### src/rtl/dcpu16_mbus_arb_if.sv
// Bus bundle for the DCPU16 F/G to memory arbiter: both upstream request
// buses plus the shared memory port.
interface dcpu16_mbus_arb_if #(
  parameter int AW = 16,
  parameter int DW = 16
);
  logic [AW-1:0] f_adr;
  logic          f_stb;
  logic          f_wre;
  logic [DW-1:0] f_dto;
  logic [DW-1:0] f_dti;
  logic          f_ack;

  logic [AW-1:0] g_adr;
  logic          g_stb;
  logic          g_wre;
  logic [DW-1:0] g_dto;
  logic [DW-1:0] g_dti;
  logic          g_ack;

  logic [AW-1:0] m_adr;
  logic          m_stb;
  logic          m_wre;
  logic [DW-1:0] m_dto;
  logic [DW-1:0] m_dti;
  logic          m_ack;

  // Arbiter view
  modport slave (
    input  f_adr, f_stb, f_wre, f_dto,
    output f_dti, f_ack,
    input  g_adr, g_stb, g_wre, g_dto,
    output g_dti, g_ack,
    output m_adr, m_stb, m_wre, m_dto,
    input  m_dti, m_ack
  );

  // Environment view: controller buses and memory
  modport master (
    output f_adr, f_stb, f_wre, f_dto,
    input  f_dti, f_ack,
    output g_adr, g_stb, g_wre, g_dto,
    input  g_dti, g_ack,
    input  m_adr, m_stb, m_wre, m_dto,
    output m_dti, m_ack
  );
endinterface

### src/rtl/dcpu16_mbus_arb.sv
// Two-master (F data, G fetch) to one memory port arbiter with fixed F priority.
// All outputs are registered; each transaction takes request, memory and ack phases.
module dcpu16_mbus_arb #(
  parameter int AW = 16,
  parameter int DW = 16
) (
  input  logic             clk,
  input  logic             rst_n,
  dcpu16_mbus_arb_if.slave bus
);

  typedef enum logic [2:0] {
    IDLE,
    FREQ,
    GREQ,
    FDONE,
    GDONE
  } state_t;

  state_t        state;
  logic [AW-1:0] m_adr;
  logic          m_stb;
  logic          m_wre;
  logic [DW-1:0] m_dto;
  logic [DW-1:0] f_dti;
  logic [DW-1:0] g_dti;
  logic          f_ack;
  logic          g_ack;

  always_ff @(posedge clk or negedge rst_n) begin
    if (!rst_n) begin
      state <= IDLE;
      m_adr <= '0;
      m_stb <= 1'b0;
      m_wre <= 1'b0;
      m_dto <= '0;
      f_dti <= '0;
      g_dti <= '0;
      f_ack <= 1'b0;
      g_ack <= 1'b0;
    end else begin
      case (state)
        IDLE: begin
          if (bus.f_stb) begin
            m_adr <= bus.f_adr;
            m_wre <= bus.f_wre;
            m_dto <= bus.f_dto;
            m_stb <= 1'b1;
            state <= FREQ;
          end else if (bus.g_stb) begin
            m_adr <= bus.g_adr;
            m_wre <= bus.g_wre;
            m_dto <= bus.g_dto;
            m_stb <= 1'b1;
            state <= GREQ;
          end
        end
        // The memory cycle completes even if the requester drops its strobe.
        FREQ: begin
          if (bus.m_ack) begin
            m_stb <= 1'b0;
            if (!m_wre) f_dti <= bus.m_dti;
            f_ack <= 1'b1;
            state <= FDONE;
          end
        end
        GREQ: begin
          if (bus.m_ack) begin
            m_stb <= 1'b0;
            if (!m_wre) g_dti <= bus.m_dti;
            g_ack <= 1'b1;
            state <= GDONE;
          end
        end
        // Strobes still show the request just served, so arbitration waits a cycle.
        FDONE: begin
          f_ack <= 1'b0;
          state <= IDLE;
        end
        GDONE: begin
          g_ack <= 1'b0;
          state <= IDLE;
        end
        default: state <= IDLE;
      endcase
    end
  end

  assign bus.m_adr = m_adr;
  assign bus.m_stb = m_stb;
  assign bus.m_wre = m_wre;
  assign bus.m_dto = m_dto;
  assign bus.f_dti = f_dti;
  assign bus.g_dti = g_dti;
  assign bus.f_ack = f_ack;
  assign bus.g_ack = g_ack;

endmodule
### src/flat_wrapper.sv
// flat-port wrapper written by rule: the top's interface ports become plain ports
module dcpu16_mbus_arb_flat 
#(
  parameter int AW = 16,
  parameter int DW = 16
)
  (clk, rst_n, bus_f_adr, bus_f_stb, bus_f_wre, bus_f_dto, bus_f_dti, bus_f_ack, bus_g_adr, bus_g_stb, bus_g_wre, bus_g_dto, bus_g_dti, bus_g_ack, bus_m_adr, bus_m_stb, bus_m_wre, bus_m_dto, bus_m_dti, bus_m_ack);
  dcpu16_mbus_arb_if #(.AW(AW), .DW(DW)) bus_i ();
  input  logic clk;
  input  logic rst_n;
  input wire logic [$bits(bus_i.f_adr)-1:0] bus_f_adr;
  input wire logic [$bits(bus_i.f_stb)-1:0] bus_f_stb;
  input wire logic [$bits(bus_i.f_wre)-1:0] bus_f_wre;
  input wire logic [$bits(bus_i.f_dto)-1:0] bus_f_dto;
  output wire logic [$bits(bus_i.f_dti)-1:0] bus_f_dti;
  output wire logic [$bits(bus_i.f_ack)-1:0] bus_f_ack;
  input wire logic [$bits(bus_i.g_adr)-1:0] bus_g_adr;
  input wire logic [$bits(bus_i.g_stb)-1:0] bus_g_stb;
  input wire logic [$bits(bus_i.g_wre)-1:0] bus_g_wre;
  input wire logic [$bits(bus_i.g_dto)-1:0] bus_g_dto;
  output wire logic [$bits(bus_i.g_dti)-1:0] bus_g_dti;
  output wire logic [$bits(bus_i.g_ack)-1:0] bus_g_ack;
  output wire logic [$bits(bus_i.m_adr)-1:0] bus_m_adr;
  output wire logic [$bits(bus_i.m_stb)-1:0] bus_m_stb;
  output wire logic [$bits(bus_i.m_wre)-1:0] bus_m_wre;
  output wire logic [$bits(bus_i.m_dto)-1:0] bus_m_dto;
  input wire logic [$bits(bus_i.m_dti)-1:0] bus_m_dti;
  input wire logic [$bits(bus_i.m_ack)-1:0] bus_m_ack;
  assign bus_i.f_adr = bus_f_adr;
  assign bus_i.f_stb = bus_f_stb;
  assign bus_i.f_wre = bus_f_wre;
  assign bus_i.f_dto = bus_f_dto;
  assign bus_f_dti = bus_i.f_dti;
  assign bus_f_ack = bus_i.f_ack;
  assign bus_i.g_adr = bus_g_adr;
  assign bus_i.g_stb = bus_g_stb;
  assign bus_i.g_wre = bus_g_wre;
  assign bus_i.g_dto = bus_g_dto;
  assign bus_g_dti = bus_i.g_dti;
  assign bus_g_ack = bus_i.g_ack;
  assign bus_m_adr = bus_i.m_adr;
  assign bus_m_stb = bus_i.m_stb;
  assign bus_m_wre = bus_i.m_wre;
  assign bus_m_dto = bus_i.m_dto;
  assign bus_i.m_dti = bus_m_dti;
  assign bus_i.m_ack = bus_m_ack;
  dcpu16_mbus_arb #(.AW(AW), .DW(DW)) u_core (.clk(clk), .rst_n(rst_n), .bus(bus_i));
endmodule
### config.mk
export PLATFORM = sky130hd
export DESIGN_NAME = dcpu16_mbus_arb_flat
export DESIGN_NICKNAME = d
export VERILOG_FILES = /design/src/rtl/dcpu16_mbus_arb_if.sv /design/src/rtl/dcpu16_mbus_arb.sv /design/src/flat_wrapper.sv
export SDC_FILE = /design/constraint.sdc
export NUM_CORES = 1
export LEC_CHECK = 0
export CORE_MARGIN = 4
export CORE_UTILIZATION = 36
export DETAILED_ROUTE_END_ITERATION = 12
export GPL_ROUTABILITY_DRIVEN = 0
export HOLD_SLACK_MARGIN = 0.02
export PLACE_DENSITY_LB_ADDON = 0.05
export SETUP_SLACK_MARGIN = 0.5
export SYNTH_ARGS = -nofsm -noshare
export SYNTH_HDL_FRONTEND = slang
export SYNTH_SLANG_ARGS = --single-unit
export TNS_END_PERCENT = 50
### constraint.sdc
create_clock -name clk -period 1.6 [get_ports clk]
set_input_delay 0.48 -clock clk [delete_from_list [all_inputs] [get_ports clk]]
set_output_delay 0.48 -clock clk [all_outputs]
set_load 0.05 [all_outputs]
==> flow_summary.yaml, run 1 <==
status:
  status: "finished, violations left"
  failed_checks: "negative setup slack"
synthesis:
  syn_avg_cell_area_um2: 15.5
  seq_area_frac_synth: 0.565
  ys_ff_latch: 71
  ys_types: 23
  postSynthCellCount: 203
  syn-num-nets: 290
  yosys_warnings: 0
  synth.cell_area_mm2: 0.00314
sta:
  worst_slew_pin_slew_ns: 0.347
  timing.fmax_mhz: 619
  worst_slack_ns: -0.0154
  fin_skew_ns: 0.00842
  fin_tns_setup_ns: -0.112
  rsz0062_at_grt: "yes"
  whs_ns: 0.0309
  maxSlewHeadroom: 0.769
  maxSlewViolCount: 0
  finalHoldViolCount: 0
  min_period_ns: 1.62
  setup_viol: 17
  fin_crit_sh: 1.01
route:
  routed_via_density: 4.76
  firstDrtPassIters: 4
  wl_um: 9190
  drc_errors: 0
  drtIter0Drc: 68
  routed-via-count: 2370
  routedWlPerCell_um: 18.5
  ant_nets: 0
global_routing:
  grt_pass1_wl_um: 14100
  grt_pass1_vias: 2685
  grt_overflow: 0
  grt_max_degree: 37
  antenna_found_initial: 0
  grt.total_usage: 0.179
worst_setup_path:
  criticalPathCategory: "reg -> reg"
  setup.worst_path.start_class: "flop"
  r2r-end: "u_core.bus.m_dto[10]"
  reg2regPathDepth: 5
  worstPathArrival_ns: 1.84
  critPathMaxFanout: 8
  reg2reg_slack_ns: -0.02
  required_ns: 1.83
  end_kind: "flop"
  crit-reg2reg-launch: "u_core.state[1]"
clocking:
  clock-root-buffer: "clkbuf_8"
  cts_buffer_depth: 2
  cts_made_buffers: 9
  worstSkewPairLatency_ns: 0.35
  cts.sinks: 71
  cts_max_level: 3
  path_clk_slew_ns: 0.08
  cts_tree: "yes"
min_path:
  hp-class: "in -> async"
placement:
  dp_worst_setup_slack_ns: -0.558
  io_buffer_count: 154
  dp_hpwl_um: 6380
  place_area_mm2: 0.00569
floorplan:
  core_area_mm2: 0.00834
  initial_core_util: 0.377
  die_w_um: 101
  pin_count: 155
  dieArea_mm2: 0.0103
  fp-row-count: 33
  die_h_um: 101
cells_and_area:
  nNetsFinal: 476
  drive_gt1_frac: 0.570
  area_delta_synth_final_pct: 100
  insertedDiodeCount: 0
  stdcell_area_mm2: 0.00629
pwr:
  power.density_mw_per_mm2: 2450
  leakagePower_nw: 2.79
  ir_worst_vdd_mv: 1.61
job:
  cap_violations: 0
cell usage after synthesis:
cell	n	share of area
a22o_1	1	0.0028
clkbuf_1	2	0.0024
o21ai_0	2	0.0032
a31oi_1	2	0.0040
inv_1	2	0.0024
dfrtp_1	71	0.57
nor3b_1	1	0.0024
nor3_1	1	0.0016
nand2b_4	1	0.0044
nor4b_4	1	0.0076
nor4_4	2	0.014
buf_1	1	0.0012
mux2_1	1	0.0036
o21bai_1	2	0.0048
buf_4	5	0.012
buf_6	1	0.0036
a21o_2	1	0.0028
a21bo_2	1	0.0032
nor2_1	3	0.0036
a21oi_1	2	0.0032
mux2_2	97	0.35
buf_2	2	0.0032
nand2b_1	1	0.0020
cells by family (layout without fill, tap and decap cells):
kind of cell    after synthesis  in the layout  share of synthesized area
simple gates                 10             10                     0.0350
compound gates               11             11                     0.0239
mux                          98             98                      0.351
buf+inv                      13            203                     0.0247
flops                        71             71                      0.565
how the worst max path moves through the flow:
stage,cells after the start,start,end,slack (ns)
finish,5,u_core.state[1],u_core.bus.m_dto[10],-0.02
global route,5,u_core.state[0],u_core.bus.m_adr[7],-0.11
CTS,5,u_core.state[1],u_core.bus.m_adr[12],0.02
detailed placement,5,bus_f_stb,u_core.bus.m_dto[4],-0.56
global placement,5,bus_f_stb,u_core.bus.m_adr[2],-0.52
floorplan,4,u_core.state[2],u_core.bus.g_dti[10],-0.1
state kept, by name, indices dropped and copies added (netlist names):
name and count:
u_core.state 3, u_core.bus.g_dti 16, u_core.bus.m_adr 16, u_core.bus.f_dti 16, u_core.bus.g_ack 1, u_core.bus.m_wre 1
u_core.bus.m_dto 16, u_core.bus.m_stb 1, u_core.bus.f_ack 1
timing repair:
item                       4_1_cts  5_1_grt
hold endpoints to repair         0        0
pin swaps                        2        2
resized for setup               45       17
setup endpoints to repair      139      137
setup buffers                    9        4
hold buffers                     0        0
gates cloned                     4        1
stage by stage:
stage / power, mW / util / instances
2_1_floorplan: 8.16 / - / 203
3_3_place_gp: 12.9 / 0.683 / 465
3_5_place_dp: 13.0 / 0.683 / 465
4_1_cts: 15.3 / 0.743 / 493
5_1_grt: 16.0 / 0.755 / 498
6_report: 15.4 / 0.755 / 498
cell usage in the layout (no fill, tap or decap), types with 3 or more instances in the layout:
master and count:
buf_6 4, mux2_4 65, buf_4 16, buf_12 75
dfrtp_2 3, clkdlybuf4s50_1 82, clkbuf_8 13, dfrtp_1 68
mux2_2 33
layout make-up:
| class | instances | area [µm²] |
|---|---|---|
| tap | 105 | 131 |
| inverter | 2 | 10.0 |
| multi-input combinational | 119 | 1550 |
| clock buffer | 15 | 186 |
| sequential | 71 | 1780 |
| fill | 520 | 2050 |
| timing repair buffer | 186 | 2640 |
critical path: stages (launching register included):
cell     delay (ns)
dfrtp_2        0.46
nor4_4         0.31
buf_4          0.19
buf_6          0.10
buf_12         0.13
mux2_4         0.30
power breakdown:
part           total (mW)  switching [mW]  internal (mW)  leakage [nW]
registers            3.78            1.06           2.72         0.839
clock network        1.37           0.639          0.727        0.0958
logic                10.2            4.57           5.67          1.85
total                15.4            6.27           9.13          2.79
per-layer routing:
| metal | vias up | track usage | routed length, µm |
|---|---|---|---|
| li1 | 1102 | - | - |
| met3 | 10 | 0.0806 | 992 |
| met2 | 105 | 0.298 | 4380 |
| met4 | 0 | 0.0491 | 97 |
| met5 | - | 0 | 0 |
| met1 | 1153 | 0.210 | 3730 |
Power figures use the tool's default switching activity.
==> inputs of run 2 (changes only) <==
- RECOVER_POWER: default -> 50
==> flow_summary.yaml, run 2 (synthesis results as in run 1) <==
global_routing:
  grt_max_degree: 37
  antenna_found_initial: 0
  grt.total_usage: 0.179
  grt_pass1_vias: 2685
  grt_overflow: 0
  grt_pass1_wl_um: 14100
sta:
  timing.fmax_mhz: 620
  maxSlewHeadroom: 0.471
  fin_tns_setup_ns: -0.102
  finalHoldViolCount: 0
  fin_crit_sh: 1.01
  rsz0062_at_grt: "yes"
  min_period_ns: 1.61
  maxSlewViolCount: 0
  fin_skew_ns: 0.00850
  worst_slack_ns: -0.0136
  worst_slew_pin_slew_ns: 0.794
  setup_viol: 14
worst_setup_path:
  crit-reg2reg-launch: "u_core.state[1]"
  critPathLaunch: "bus_f_stb"
  worstPathArrival_ns: 1.84
  criticalPathCategory: "in -> reg"
  critPathMaxFanout: 7
  end_kind: "flop"
  setup.worst_path.start_class: "primary input"
  reg2reg_slack_ns: -0.01
  reg2regPathDepth: 5
  required_ns: 1.83
  r2r-end: "u_core.bus.m_adr[12]"
  setup.worst_path.end: "u_core.bus.m_adr[12]"
pwr:
  leakagePower_nw: 2.76
  power.total_mw: 15.3
  power.density_mw_per_mm2: 2450
  ir_worst_vdd_mv: 1.61
  p_seq_frac: 0.247
  p_sw_mw: 6.24
  p_sw_frac: 0.409
  pwr-share-clk: 0.090
  combPwrFrac: 0.664
  p_int_mw: 9.02
job:
  cap_violations: 0
floorplan:
  initial_core_util: 0.377
  fp-row-count: 33
  die_h_um: 101
  dieArea_mm2: 0.0103
  die_w_um: 101
  core_area_mm2: 0.00834
  pin_count: 155
cells_and_area:
  num-fill-cells: 528
  area_delta_synth_final_pct: 98.0
  insertedDiodeCount: 0
  nNetsFinal: 476
  final_common_cell: "clkdlybuf4s50_1"
  drive_gt1_frac: 0.562
  fin_util: 0.746
  final_cell_mix: "82 x clkdlybuf4s50_1, 71 x buf_12, 68 x dfrtp_1, 65 x mux2_4, 33 x mux2_2"
route:
  ant_nets: 0
  routed_via_density: 4.76
  routed-via-count: 2370
  drtIter0Drc: 73
  wl_um: 9180
  routedWlPerCell_um: 18.4
  drc_errors: 0
  firstDrtPassIters: 4
status:
  status: "finished, violations left"
  failed_checks: "negative setup slack"
placement:
  dp_hpwl_um: 6380
  dp_worst_setup_slack_ns: -0.558
  io_buffer_count: 154
clocking:
  cts_buffer_depth: 2
  cts_tree: "yes"
  cts_max_level: 3
  clock-root-buffer: "clkbuf_8"
  cts_made_buffers: 9
  cts.sinks: 71
  worstSkewPairLatency_ns: 0.34
  path_clk_slew_ns: 0.07
min_path:
  hp-class: "in -> async"
==> run 2: layout make-up <==
| type | count | area, µm² | share of cell area |
|---|---|---|---|
| inverter | 2 | 10.0 | 0.00161 |
| timing repair buffer | 186 | 2570 | 0.413 |
| multi-input combinational | 119 | 1550 | 0.249 |
| sequential | 71 | 1780 | 0.286 |
| tap | 105 | 131 | 0.0211 |
| clock buffer | 15 | 186 | 0.0300 |
==> run 2: worst max-delay path, stage by stage <==
cell and delay, ns:
clkdlybuf4s15_1 0.32, nor2_4 0.08, nor4_4 0.24, buf_4 0.19, buf_6 0.10, buf_8 0.13
mux2_4 0.30
==> run 2: per-stage QoR <==
step,area [µm²],cells,hold WS (ns)
floorplan,3280,203,0.184
global placement,5690,465,0.404
detailed placement,5690,465,0.400
CTS,6200,493,0.0273
global route,6220,498,0.170
finish,6220,498,0.132
==> run 2: timing repair <==
action / in CTS / in global routing
hold buffers: 0 / 0
setup endpoints to repair: 139 / 137
pin swaps: 2 / 2
buffers inserted: 9 / 4
resized for setup: 45 / 17
gates cloned: 4 / 1
==> run 2: worst min path at each step <==
| stage | depth (start not counted) | to |
|---|---|---|
| 6_report | 1 | u_core.bus.m_dto[8] |
| 5_1_grt | 1 | u_core.bus.m_adr[3] |
| 4_1_cts | 1 | u_core.bus.m_adr[3] |
| 3_5_place_dp | 1 | u_core.bus.m_dto[7] |
| 3_3_place_gp | 1 | u_core.bus.m_dto[7] |
| 2_1_floorplan | 0 | u_core.bus.f_ack |
==> run 2: power by group through the flow <==
stage	Clock [mW]	Sequential, mW	Combinational (mW)
finish	1.37	3.76	10.1
global route	1.47	3.90	10.5
CTS	1.40	3.79	10.1
detailed placement	0	3.80	9.24
global placement	0	3.75	9.17
floorplan	0	6.28	1.88
==> run 2: layer usage <==
layer,share of wire,GRT usage
met1,0.40,0.210
met2,0.48,0.298
met3,0.11,0.0806
met4,0.0095,0.0491
met5,0,0
